===== config.mk =====
export PLATFORM = sky130hd
export DESIGN_NAME = vec_act_stream
export DESIGN_NICKNAME = d
export VERILOG_FILES = /design/src/rtl/vec_act_stream_pkg.sv /design/src/rtl/vec_act_stream_float_act_lane.sv /design/src/rtl/vec_act_stream.sv
export SDC_FILE = /design/constraint.sdc
export NUM_CORES = 1
export LEC_CHECK = 0
export CORE_AREA = 2 2 200 202
export CTS_CLUSTER_DIAMETER = 60
export DETAILED_ROUTE_END_ITERATION = 8
export DIE_AREA = 0 0 202 204
export PLACE_DENSITY = 0.64
export SYNTH_ARGS = -nofsm -noshare
export SYNTH_HDL_FRONTEND = slang
export SYNTH_SLANG_ARGS = --single-unit

===== constraint.sdc =====
create_clock -name clk -period 5.2 [get_ports clk]
set_clock_uncertainty 0.15 [all_clocks]
set_input_delay 1.04 -clock clk [delete_from_list [all_inputs] [get_ports clk]]
set_output_delay 1.04 -clock clk [all_outputs]
set_load 0.01 [all_outputs]

===== src/rtl/vec_act_stream_pkg.sv =====
// Shared types for the vector activation stream: element width, activation modes, FSM states.
package vec_act_stream_pkg;

  typedef enum logic [1:0] {
    ACT_PASS  = 2'd0,
    ACT_RELU  = 2'd1,
    ACT_LEAKY = 2'd2,
    ACT_RSVD  = 2'd3
  } act_mode_e;

  typedef enum logic [1:0] {
    ST_IDLE = 2'd0,
    ST_BUSY = 2'd1,
    ST_DONE = 2'd2
  } act_state_e;

  function automatic int elem_width(input int exp_w, input int frac_w);
    return 1 + exp_w + frac_w;
  endfunction

endpackage


===== src/rtl/vec_act_stream_float_act_lane.sv =====
// Combinational single-element activation: pass, ReLU, or leaky ReLU with a power-of-two slope.
module float_act_lane
  import vec_act_stream_pkg::*;
#(
  parameter int EXP_WIDTH  = 8,
  parameter int FRAC_WIDTH = 23,
  parameter int LEAK_SHIFT = 3,
  localparam int FW = elem_width(EXP_WIDTH, FRAC_WIDTH)
) (
  input  logic [FW-1:0] elem_in,
  input  act_mode_e     mode,
  output logic [FW-1:0] elem_out
);

  localparam logic [EXP_WIDTH-1:0] SHIFT_E = EXP_WIDTH'(LEAK_SHIFT);

  logic                  sign_s;
  logic [EXP_WIDTH-1:0]  exp_s;
  logic [FRAC_WIDTH-1:0] frac_s;
  logic                  is_nan_s;
  logic                  is_inf_s;

  // Field decode and per-mode transform.
  always_comb begin
    sign_s   = elem_in[FW-1];
    exp_s    = elem_in[FW-2 -: EXP_WIDTH];
    frac_s   = elem_in[FRAC_WIDTH-1:0];
    is_nan_s = (&exp_s) & (|frac_s);
    is_inf_s = (&exp_s) & ~(|frac_s);
    elem_out = elem_in;
    case (mode)
      ACT_RELU: begin
        if (sign_s && !is_nan_s) begin
          elem_out = {FW{1'b0}};
        end else begin
          elem_out = elem_in;
        end
      end
      ACT_LEAKY: begin
        // The compare guards the subtraction, so the exponent never wraps.
        if (!sign_s || is_nan_s || is_inf_s) begin
          elem_out = elem_in;
        end else if (exp_s <= SHIFT_E) begin
          elem_out = {FW{1'b0}};
        end else begin
          elem_out = {sign_s, exp_s - SHIFT_E, frac_s};
        end
      end
      default: begin
        elem_out = elem_in;
      end
    endcase
  end

endmodule


===== src/rtl/vec_act_stream.sv =====
// Handshaked vector activation unit, LANES elements transformed per cycle in place.
// Optional negative-element counter enabled by defining VEC_ACT_STATS_EN.
module vec_act_stream
  import vec_act_stream_pkg::*;
#(
  parameter int EXP_WIDTH  = 8,
  parameter int FRAC_WIDTH = 23,
  parameter int VEC_SIZE   = 8,
  parameter int LANES      = 2,
  parameter int LEAK_SHIFT = 3,
  localparam int FW = elem_width(EXP_WIDTH, FRAC_WIDTH)
) (
  input  logic                   clk,
  input  logic                   rst,
  input  logic                   in_valid,
  output logic                   in_ready,
  input  logic [1:0]             in_mode,
  input  logic [VEC_SIZE*FW-1:0] in_data,
  output logic                   out_valid,
  input  logic                   out_ready,
  output logic [VEC_SIZE*FW-1:0] out_data
`ifdef VEC_ACT_STATS_EN
  ,
  output logic [$clog2(VEC_SIZE+1)-1:0] out_neg_count
`endif
);

  localparam int N     = VEC_SIZE / LANES;
  localparam int CHW   = (N > 1) ? $clog2(N) : 1;
  localparam logic [CHW-1:0] CHUNK_LAST = CHW'(N - 1);

  act_state_e             state_q, state_d;
  logic [CHW-1:0]         chunk_q, chunk_d;
  act_mode_e              mode_q, mode_d;
  logic [VEC_SIZE*FW-1:0] data_q, data_d;
  logic                   accept_s;

  logic [FW-1:0] lane_in  [LANES];
  logic [FW-1:0] lane_out [LANES];

  // Select the current chunk's elements from the result register.
  always_comb begin
    for (int l = 0; l < LANES; l++) begin
      lane_in[l] = data_q[(int'(chunk_q) * LANES + l) * FW +: FW];
    end
  end

  for (genvar g = 0; g < LANES; g++) begin : g_lane
    float_act_lane #(
      .EXP_WIDTH (EXP_WIDTH),
      .FRAC_WIDTH(FRAC_WIDTH),
      .LEAK_SHIFT(LEAK_SHIFT)
    ) u_lane (
      .elem_in (lane_in[g]),
      .mode    (mode_q),
      .elem_out(lane_out[g])
    );
  end

  assign in_ready  = (state_q == ST_IDLE) | ((state_q == ST_DONE) & out_ready);
  assign accept_s  = in_valid & in_ready;
  assign out_valid = (state_q == ST_DONE);
  assign out_data  = data_q;

  // Next-state, chunk sequencing and in-place write-back.
  always_comb begin
    state_d = state_q;
    chunk_d = chunk_q;
    mode_d  = mode_q;
    data_d  = data_q;
    if (accept_s) begin
      state_d = ST_BUSY;
      chunk_d = {CHW{1'b0}};
      mode_d  = act_mode_e'(in_mode);
      data_d  = in_data;
    end else begin
      case (state_q)
        ST_IDLE: begin
          state_d = ST_IDLE;
        end
        ST_BUSY: begin
          for (int l = 0; l < LANES; l++) begin
            data_d[(int'(chunk_q) * LANES + l) * FW +: FW] = lane_out[l];
          end
          if (chunk_q == CHUNK_LAST) begin
            state_d = ST_DONE;
            chunk_d = {CHW{1'b0}};
          end else begin
            chunk_d = chunk_q + CHW'(1);
          end
        end
        ST_DONE: begin
          if (out_ready) begin
            state_d = ST_IDLE;
          end else begin
            state_d = ST_DONE;
          end
        end
        default: begin
          state_d = ST_IDLE;
        end
      endcase
    end
  end

  // Control and result registers.
  always_ff @(posedge clk) begin
    if (rst) begin
      state_q <= ST_IDLE;
      chunk_q <= {CHW{1'b0}};
      mode_q  <= ACT_PASS;
      data_q  <= {(VEC_SIZE*FW){1'b0}};
    end else begin
      state_q <= state_d;
      chunk_q <= chunk_d;
      mode_q  <= mode_d;
      data_q  <= data_d;
    end
  end

`ifdef VEC_ACT_STATS_EN
  localparam int CW = $clog2(VEC_SIZE + 1);

  logic [CW-1:0] neg_q, neg_d;
  logic [CW-1:0] lane_neg_s;

  // Negative, non-NaN elements of the untouched chunk, accumulated while busy.
  always_comb begin
    lane_neg_s = {CW{1'b0}};
    for (int l = 0; l < LANES; l++) begin
      if (lane_in[l][FW-1] &&
          !((&lane_in[l][FW-2 -: EXP_WIDTH]) && (|lane_in[l][FRAC_WIDTH-1:0]))) begin
        lane_neg_s = lane_neg_s + CW'(1);
      end else begin
        lane_neg_s = lane_neg_s;
      end
    end
    neg_d = neg_q;
    if (accept_s) begin
      neg_d = {CW{1'b0}};
    end else if (state_q == ST_BUSY) begin
      neg_d = neg_q + lane_neg_s;
    end else begin
      neg_d = neg_q;
    end
  end

  // Negative-count register.
  always_ff @(posedge clk) begin
    if (rst) begin
      neg_q <= {CW{1'b0}};
    end else begin
      neg_q <= neg_d;
    end
  end

  assign out_neg_count = neg_q;
`endif

endmodule


==> results of run 1 <==
## worst max-delay path: stages, from the launching register on
cell and delay, ns:
dfxtp_4 0.70, buf_12 0.32, buf_4 0.29, mux4_2 0.64, nor4_2 0.46, a31oi_1 0.47
and2_1 0.34, a222oi_1 0.33, a21oi_1 0.12
## metrics by stage
| stage | worst slack, ns | cell area (um^2) | total power [mW] | util |
|---|---|---|---|---|
| finish | 1.22 | 19700 | 5.85 | 0.503 |
| global route | 1.07 | 19700 | 6.04 | 0.503 |
| CTS | 1.29 | 19700 | 5.86 | 0.503 |
| detailed placement | 1.24 | 18600 | 3.58 | 0.476 |
| global placement | 1.31 | 18600 | 3.57 | 0.476 |
| floorplan | 1.97 | 13000 | 2.88 | - |
## power groups by stage
stage / clock (mW) / sequential, mW / combinational, mW
global route: 2.39 / 2.28 / 1.37
detailed placement: 0 / 2.30 / 1.28
floorplan: 0 / 2.32 / 0.562
global placement: 0 / 2.30 / 1.28
CTS: 2.31 / 2.26 / 1.29
finish: 2.28 / 2.26 / 1.30
## cell type report
class / count / area, um^2 / share of cell area
clock buffer: 44 / 915 / 0.0464
clock inverter: 13 / 156 / 0.00794
timing repair buffer: 551 / 5530 / 0.280
inverter: 17 / 63.8 / 0.00324
antenna: 1 / 2.50 / 0.000127
sequential: 262 / 5250 / 0.267
tap: 525 / 657 / 0.0333
multi-input combinational: 934 / 7140 / 0.362
## cells in the mapped netlist, drive strengths merged, types with 2 or more instances
library cell	count
dfxtp	262
o22ai	211
a22oi	173
clkbuf	112
a21oi	97
nand2	74
mux4	64
and3	60
o211ai	38
nor2	37
buf	36
a31oi	17
inv	16
nor4	15
nor3	13
a221oi	12
a222oi	12
ha	12
o21ai	12
nand3	10
a31o	6
and2	6
nand4	6
or3	6
a211oi	5
or4	5
a21o	4
a22o	4
and4	4
nor2b	4
a21boi	3
o2bb2ai	3
a41oi	2
nand2b	2
nor3b	2
o31a	2
## sequential cells by signal (all words and copies together) (netlist names)
signal	count
mode_q	2
chunk_q	2
out_data	256
state_q	2
## cell usage in the layout, fill, tap and decap left out, types with 13 or more instances in the layout
cell type          n
o211ai_1          37
nand2_1           71
a31oi_1           17
clkbuf_16         31
mux4_2            64
o22ai_1          209
a21oi_1           94
a22oi_1          173
dfxtp_1          260
and3_1            60
inv_1             15
nor4_1            13
buf_4             25
clkdlybuf4s50_1  518
nor2_1            37
## per-layer routing
| layer | wire length, um | global-route usage | share of wire |
|---|---|---|---|
| met1 | 25000 | 0.385 | 0.39 |
| met2 | 29900 | 0.475 | 0.47 |
| met3 | 6250 | 0.0601 | 0.098 |
| met4 | 2440 | 0.115 | 0.038 |
| met5 | 0 | 0 | 0 |
## worst paths after layout
kind	from	endpoint	slack [ns]	depth (start not counted)
hold reg to reg	mode_q[0]	mode_q[0]	0.35	2
hold / removal	mode_q[0]	mode_q[0]	0.35	2
setup / recovery	chunk_q[0]	out_data[157]	1.22	8
setup reg to reg	chunk_q[0]	out_data[157]	1.22	8
## logic make-up after synthesis
| family | share of synthesized area |
|---|---|
| compound gates | 0.322 |
| flops | 0.402 |
| simple gates | 0.0983 |
| buf+inv | 0.0548 |
| mux | 0.111 |
| fa+ha+maj | 0.0115 |
==> flow_metrics.env, run 1 <==
export IMPL_outcome="completed"
export IMPL_final_cells=2347
export IMPL_vias_per_cell=6.23
export IMPL_yosysWarningCount=0
export IMPL_drt_iter0_markers=1688
export IMPL_wirelength_mm=63.6
export IMPL_gp_congestion=0.906
export IMPL_fill_cells=3577
export IMPL_finalCriticalPeriod_ns=3.98
export IMPL_htreeDepth=1
export IMPL_dr_pass1_iters=5
export IMPL_antenna_found_initial=0
export IMPL_worstPathArrival_ns=4.26
export IMPL_slew_violations=0
export IMPL_synthFlopType="dfxtp_1"
export IMPL_cts_hold_buf=0
export IMPL_syn_area_per_cell_um2=9.59
export IMPL_power_switching_mw=1.68
export IMPL_grt_max_degree=99
export IMPL_cts_root_buf="clkbuf_16"
export IMPL_clockBufferDepth=3
export IMPL_power_density_nw_per_um2=297
export IMPL_holdWs_ns=0.355
export IMPL_clock_latency_ns=0.58
export IMPL_die_width_um=202
export IMPL_drive_gt1_frac=0.100
export IMPL_portBuffers=519
export IMPL_tightest_slew_ns=1.14
export IMPL_cts_setup_buffers=0
export IMPL_cts_buffers=31
export IMPL_post_place_cells=2289
export IMPL_worstPathMaxFanout=28
export IMPL_setup_viol_count_final=0
export IMPL_synthToLayoutAreaGrowth_pct=51.0
export IMPL_path_class="reg -> reg"
export IMPL_max_freq_ghz=0.251
export IMPL_clk_pin_slew_ns=0.06
export IMPL_cts_sinks=262
export IMPL_fin_nets=2071
export IMPL_num_vias=14600
export IMPL_synth_largest_area_cell="dfxtp_1"
export IMPL_ys_top_cells_by_area="dfxtp_1 40%, mux4_2 11%, o22ai_1 10%, a22oi_1 10%, a21oi_1 3.7%"
export IMPL_finalHoldViolCount=0
export IMPL_num_rows=73
export IMPL_cts_resized=0
export IMPL_initial_core_util=0.333
export IMPL_switching_share=0.288
export IMPL_peakVddDrop_uv=238
export IMPL_ys_types=65
export IMPL_die_h_um=204
export IMPL_post_drt_wl_per_cell_um=27.1
export IMPL_required_ns=5.47
export IMPL_leakage_nw=6.70
export IMPL_final_antenna_net_count=0
export IMPL_rsz0062_at_grt="false"
export IMPL_globalRouteTotalUtil=0.294
export IMPL_comb_power_share=0.222
export IMPL_synth_nets=1635
export IMPL_cts_tree="done"
export IMPL_endpoint_kind="flip-flop"
export IMPL_yosysTopAreaCellShare=0.402
export IMPL_ys_ff_latch=262
export IMPL_grt_pass1_vias=14500
export IMPL_ys_seq_area_frac=0.402
export IMPL_dp_hpwl_mm=43.5
export IMPL_hold_path_class="reg -> reg"
export IMPL_grt_first_pass_wirelength_mm=93.6
export IMPL_slew_headroom=0.237
export IMPL_drc_errors=0
export IMPL_io_pins=520
export IMPL_async_flop_share=0
export IMPL_die_area_um2=41200
export IMPL_synth_edf_count=0
export IMPL_finalSetupTns_ns=0
export IMPL_cp_start_kind="flip-flop"
export IMPL_core_um2=39200
export IMPL_power_frac_clock=0.390
export IMPL_syn_area_um2=13000
export IMPL_grt_overflow_total=0
export IMPL_maxCapViolations=0
export IMPL_seqPwrFrac=0.387
export IMPL_period_share=0.766
export IMPL_internal_power_mw=4.16
export IMPL_syn_inst=1361
Power figures use the tool's default switching activity.
==> inputs of run 2 (changes only) <==
Settings changed: CORE_AREA 2 2 200 202 to 2 2 201 203, DIE_AREA 0 0 202 204 to 0 0 203 205, PLACE_DENSITY 0.64 to 0.66.
Clock period 5.2 ns to 3.65 ns, I/O delays scaled along.
==> run 2 against run 1 <==
  * Via count rose by 1.7%
  * Clock-buffer cell count rose by 6
  * Worst hold slack got worse by 0.014 ns
  * Worst setup slack got worse by 1.1 ns
  * Sequential power rose by 43%
  * Non-clock buffer count rose by 23
  * Register-to-register slack got worse by 1.1 ns
  * Critical path depth did not move
  * Total power rose by 44%
  * Clock power rose by 45%
  * Routed wire length rose by 0.60%
  * Critical endpoint is now out_data[3]
  * Largest cell class unchanged
  * Highest routed layer unchanged
==> flow_metrics.env, run 2 (synthesized netlist as in run 1, its figures left out) <==
export IMPL_utilization=0.508
export IMPL_antenna_found_initial=4
export IMPL_setup_viol_count_final=0
export IMPL_final_common_cell="clkdlybuf4s50_1"
export IMPL_num_vias=14900
export IMPL_dp_hpwl_mm=45.0
export IMPL_post_place_cells=2312
export IMPL_die_width_um=203
export IMPL_synthToLayoutAreaGrowth_pct=53.1
export IMPL_slowest_delay_ns=0.64
export IMPL_cts_root_buf="clkbuf_16"
export IMPL_final_cells=2373
export IMPL_clk_pin_slew_ns=0.06
export IMPL_worstPathArrival_ns=3.72
export IMPL_globalRouteTotalUtil=0.295
export IMPL_grt_max_degree=130
export IMPL_maxCapViolations=0
export IMPL_grt_overflow_total=0
export IMPL_holdWs_ns=0.341
export IMPL_fin_ws_ns=0.145
export IMPL_leakage_nw=6.85
export IMPL_fin_nets=2097
export IMPL_endpoint_kind="flip-flop"
export IMPL_crit_chain="buf_12 > mux4_2 > or4_1 > nor3_2 > a221oi_4 > o21ai_2 > buf_4 > o22ai_1"
export IMPL_vias_per_cell=6.26
export IMPL_post_drt_wl_per_cell_um=26.9
export IMPL_cp_start_kind="flip-flop"
export IMPL_cp_top_family="simple AND/OR/NAND/NOR gates"
export IMPL_period_share=0.960
export IMPL_drive_gt1_frac=0.112
export IMPL_required_ns=3.87
export IMPL_die_area_um2=41600
export IMPL_clockBufferDepth=3
export IMPL_tightest_slew_ns=1.22
export IMPL_cts_tree="done"
export IMPL_slew_violations=0
export IMPL_post_place_ws_ns=0.136
export IMPL_num_rows=73
export IMPL_outcome="completed"
export IMPL_drc_errors=0
export IMPL_htreeDepth=2
export IMPL_finalSetupTns_ns=0
export IMPL_grt_first_pass_wirelength_mm=93.3
export IMPL_core_um2=39400
export IMPL_finalCriticalPeriod_ns=3.51
export IMPL_hold_path_class="reg -> reg"
export IMPL_dr_pass1_iters=6
export IMPL_portBuffers=519
export IMPL_die_h_um=205
export IMPL_worstPathMaxFanout=25
export IMPL_wirelength_mm=63.9
export IMPL_path_class="reg -> reg"
export IMPL_clock_latency_ns=0.54
export IMPL_crit_buf_inv=2
export IMPL_largest_reg_flops=256
export IMPL_peakVddDrop_uv=256
export IMPL_finalHoldViolCount=0
export IMPL_rsz0062_at_grt="false"
export IMPL_crit_slowest_cell="or4_1"
export IMPL_final_cell_mix="518 x clkdlybuf4s50_1, 260 x dfxtp_1, 209 x o22ai_1"
export IMPL_initial_core_util=0.331
export IMPL_max_freq_ghz=0.285
export IMPL_final_area_um2=20000
export IMPL_grt_pass1_vias=14500
export IMPL_dpl_cell_area_um2=18900
export IMPL_cts_buffers=34
export IMPL_cts_hold_buf=0
export IMPL_io_pins=520
export IMPL_slew_headroom=0.189
export IMPL_cts_sinks=262
export IMPL_gp_congestion=0.943
export IMPL_power_density_nw_per_um2=421
export IMPL_final_antenna_net_count=0
export IMPL_drt_iter0_markers=1548
export IMPL_power_total_mw=8.41
-- run 2: cell count changes in the layout (fill, tap and decap cells not counted), sizes merged --
cell and change:
buf +23, clkbuf +6, bufinv -3, diode +2, clkinv -1, clkinvlp -1
-- run 2: repair_timing --
action,CTS,global route
setup endpoints to repair,0,24
setup buffers,0,0
gates resized for setup,0,1
-- run 2: layout make-up --
| cell class | instances | area [um^2] |
|---|---|---|
| sequential | 262 | 5250 |
| timing repair buffer | 574 | 5760 |
| inverter | 17 | 63.8 |
| antenna | 3 | 7.51 |
| tap | 525 | 657 |
| fill | 3615 | 19400 |
| clock inverter | 8 | 52.6 |
| clock buffer | 50 | 1040 |
| multi-input combinational | 934 | 7140 |
-- run 2: report_power, final --
part / switching (mW) / leakage (nW) / internal [mW]
logic: 0.920 / 4.15 / 0.947
registers: 0.185 / 2.16 / 3.04
clock network: 1.33 / 0.547 / 1.99
total: 2.43 / 6.85 / 5.98
-- run 2: path summary, 6_finish.rpt --
kind                                 start           to  slack, ns  depth (start not counted)
worst max-delay path            chunk_q[0]  out_data[3]       0.14                          8
worst min register to register   mode_q[0]    mode_q[0]       0.34                          2
worst max register to register  chunk_q[0]  out_data[3]       0.14                          8
worst min-delay path             mode_q[0]    mode_q[0]       0.34                          2
-- run 2: worst register-to-register path, delay by kind of cell, from the launching register on --
family | cells | cell delay [ns]
flops | 1 | 0.50
mux | 1 | 0.55
simple gates | 2 | 0.92
buf+inv | 2 | 0.58
compound gates | 3 | 0.64
-- run 2: metal layers --
metal	up-vias	part of all wire	GRT usage	wire, um
met5	-	0	0	0
met4	0	0.044	0.148	2790
met3	157	0.10	0.0716	6390
met2	1047	0.47	0.465	29900
met1	7224	0.39	0.378	24800
li1	6431	-	-	-
==> variant (flow settings as in run 1) <==
The option `VEC_ACT_STATS_EN` is turned on by a define.
--- a/src/rtl/vec_act_stream.sv
+++ b/src/rtl/vec_act_stream.sv
@@ -2,2 +2,4 @@
 // Optional negative-element counter enabled by defining VEC_ACT_STATS_EN.
+`define VEC_ACT_STATS_EN
+
 module vec_act_stream
New outputs: out_neg_count. Check against the original RTL: not settled (the Yosys comparison gave no result); the edit may change what the design does.
==> variant against run 1 <==
- area after synthesis grew 10%
- sequential cell count grew 4
- design area grew 6.6%
- total power grew 4.7%
- routed wire length grew 4.1%
- setup slack lost 0.54 ns
- core utilization grew 3.3 points
- die area is the same
- clock power grew 10%
- hold slack lost 0.021 ns
- critical endpoint is now out_neg_count[1]
- highest routed layer unchanged
==> variant: results (changes against run 1) <==
set qor(result_of_the_run) {complete, no violations} ;# unchanged
set qor(clock_buffers) 48 ;# was 44
set qor(ys_types) 70 ;# was 65
set qor(final-clk-cell-share_pct) 5.72 ;# was 5.43%
set qor(antenna_found_initial) 9 ;# was 0
set qor(antenna_cells) 9 ;# was 1
set qor(ir_drop_mv) 0.179 ;# was 0.238 mV
set qor(port_buffers) 523 ;# was 519
set qor(multi_input_area_share_pct) 38.8 ;# was 36.2%
set qor(maximum_number_of_pins_on_one_net_before_global_route_repair) 129 ;# was 99
set qor(drive_above_1_share_pct) 10.2 ;# was 10.0%
set qor(cts_max_level) 2 ;# was 1
set qor(critical_path_peak_fanout) 36 ;# was 28
set qor(detailroute.wirelength.met3_um) 5750 ;# was 6250 µm
set qor(power.switching_mw) 1.78 ;# was 1.68 mW
set qor(via_count) 15800 ;# was 14,600
set qor(number_of_global_route_vias_before_repair) 15300 ;# was 14,500
set qor(critPathMaxStageDelay_ns) 0.83 ;# was 0.70 ns
set qor(global_route.usage.met1_pct) 42.9 ;# was 38.5%
set qor(fin_nets) 2228 ;# was 2,071
set qor(total_leakage_power_nw) 6.85 ;# was 6.70 nW
set qor(final.signal_buffer_count) 553 ;# was 551
set qor(post_synth_most_frequent_cells) {266 x sky130_fd_sc_hd__dfxtp_1, 217 x sky130_fd_sc_hd__a21oi_1, 193 x sky130_fd_sc_hd__o211ai_1} ;# was 262 x sky130_fd_sc_hd__dfxtp_1, 209 x sky130_fd_sc_hd__o22ai_1, 173 x sky130_fd_sc_hd__a22oi_1
set qor(first_pass_grt_wire_length_um) 98700 ;# was 93,600 µm
set qor(nFlopsAndLatches) 266 ;# was 262
set qor(timing.max_slew.rel_slack_pct) 19.7 ;# was 23.7%
set qor(met2WireLength_um) 30000 ;# was 29,900 µm
set qor(detail_placement_hpwl_um) 44900 ;# was 43,500 µm
set qor(power.share.sequential_pct) 37.4 ;# was 38.7%
set qor(grt_util_all_layers_pct) 30.7 ;# was 29.4%
set qor(wirelength_met1_um) 27700 ;# was 25,000 µm
set qor(swShare_pct) 29.1 ;# was 28.8%
set qor(wirelength_um) 66200 ;# was 63,600 µm
set qor(synth_seq_area_share_pct) 37.1 ;# was 40.2%
set qor(multi_input_gates) 1060 ;# was 934
set qor(place.gp.congestion) 0.889 ;# was 0.906
set qor(postSynthNetCount) 1821 ;# was 1,635
==> variant: cell families after synthesis <==
group | share of synthesized area [%]
flops | 37.1
simple gates | 8.66
buf+inv | 6.91
fa+ha+maj | 1.36
mux | 10.2
xor+xnor | 0.305
compound gates | 35.5
==> variant: path summary, 6_finish.rpt <==
kind	startpoint	endpoint	slack, ns	cells past startpoint
worst max-delay path	chunk_q[0]	out_neg_count[1]	0.67	11
worst min register to register	mode_q[1]	mode_q[1]	0.33	2
worst max register to register	chunk_q[0]	out_neg_count[1]	0.67	11
worst min-delay path	mode_q[1]	mode_q[1]	0.33	2
==> variant: metrics by stage <==
stage          hold WS (ns)  area (µm²)  cells  worst slack (ns)
6_report              0.334       21000   2511             0.673
4_1_cts               0.336       21000   2502             0.651
3_3_place_gp          0.316       19800   2440             0.741
5_1_grt               0.375       21000   2510             0.322
2_1_floorplan         0.303       14400   1544              1.25
3_5_place_dp          0.328       19800   2440             0.634
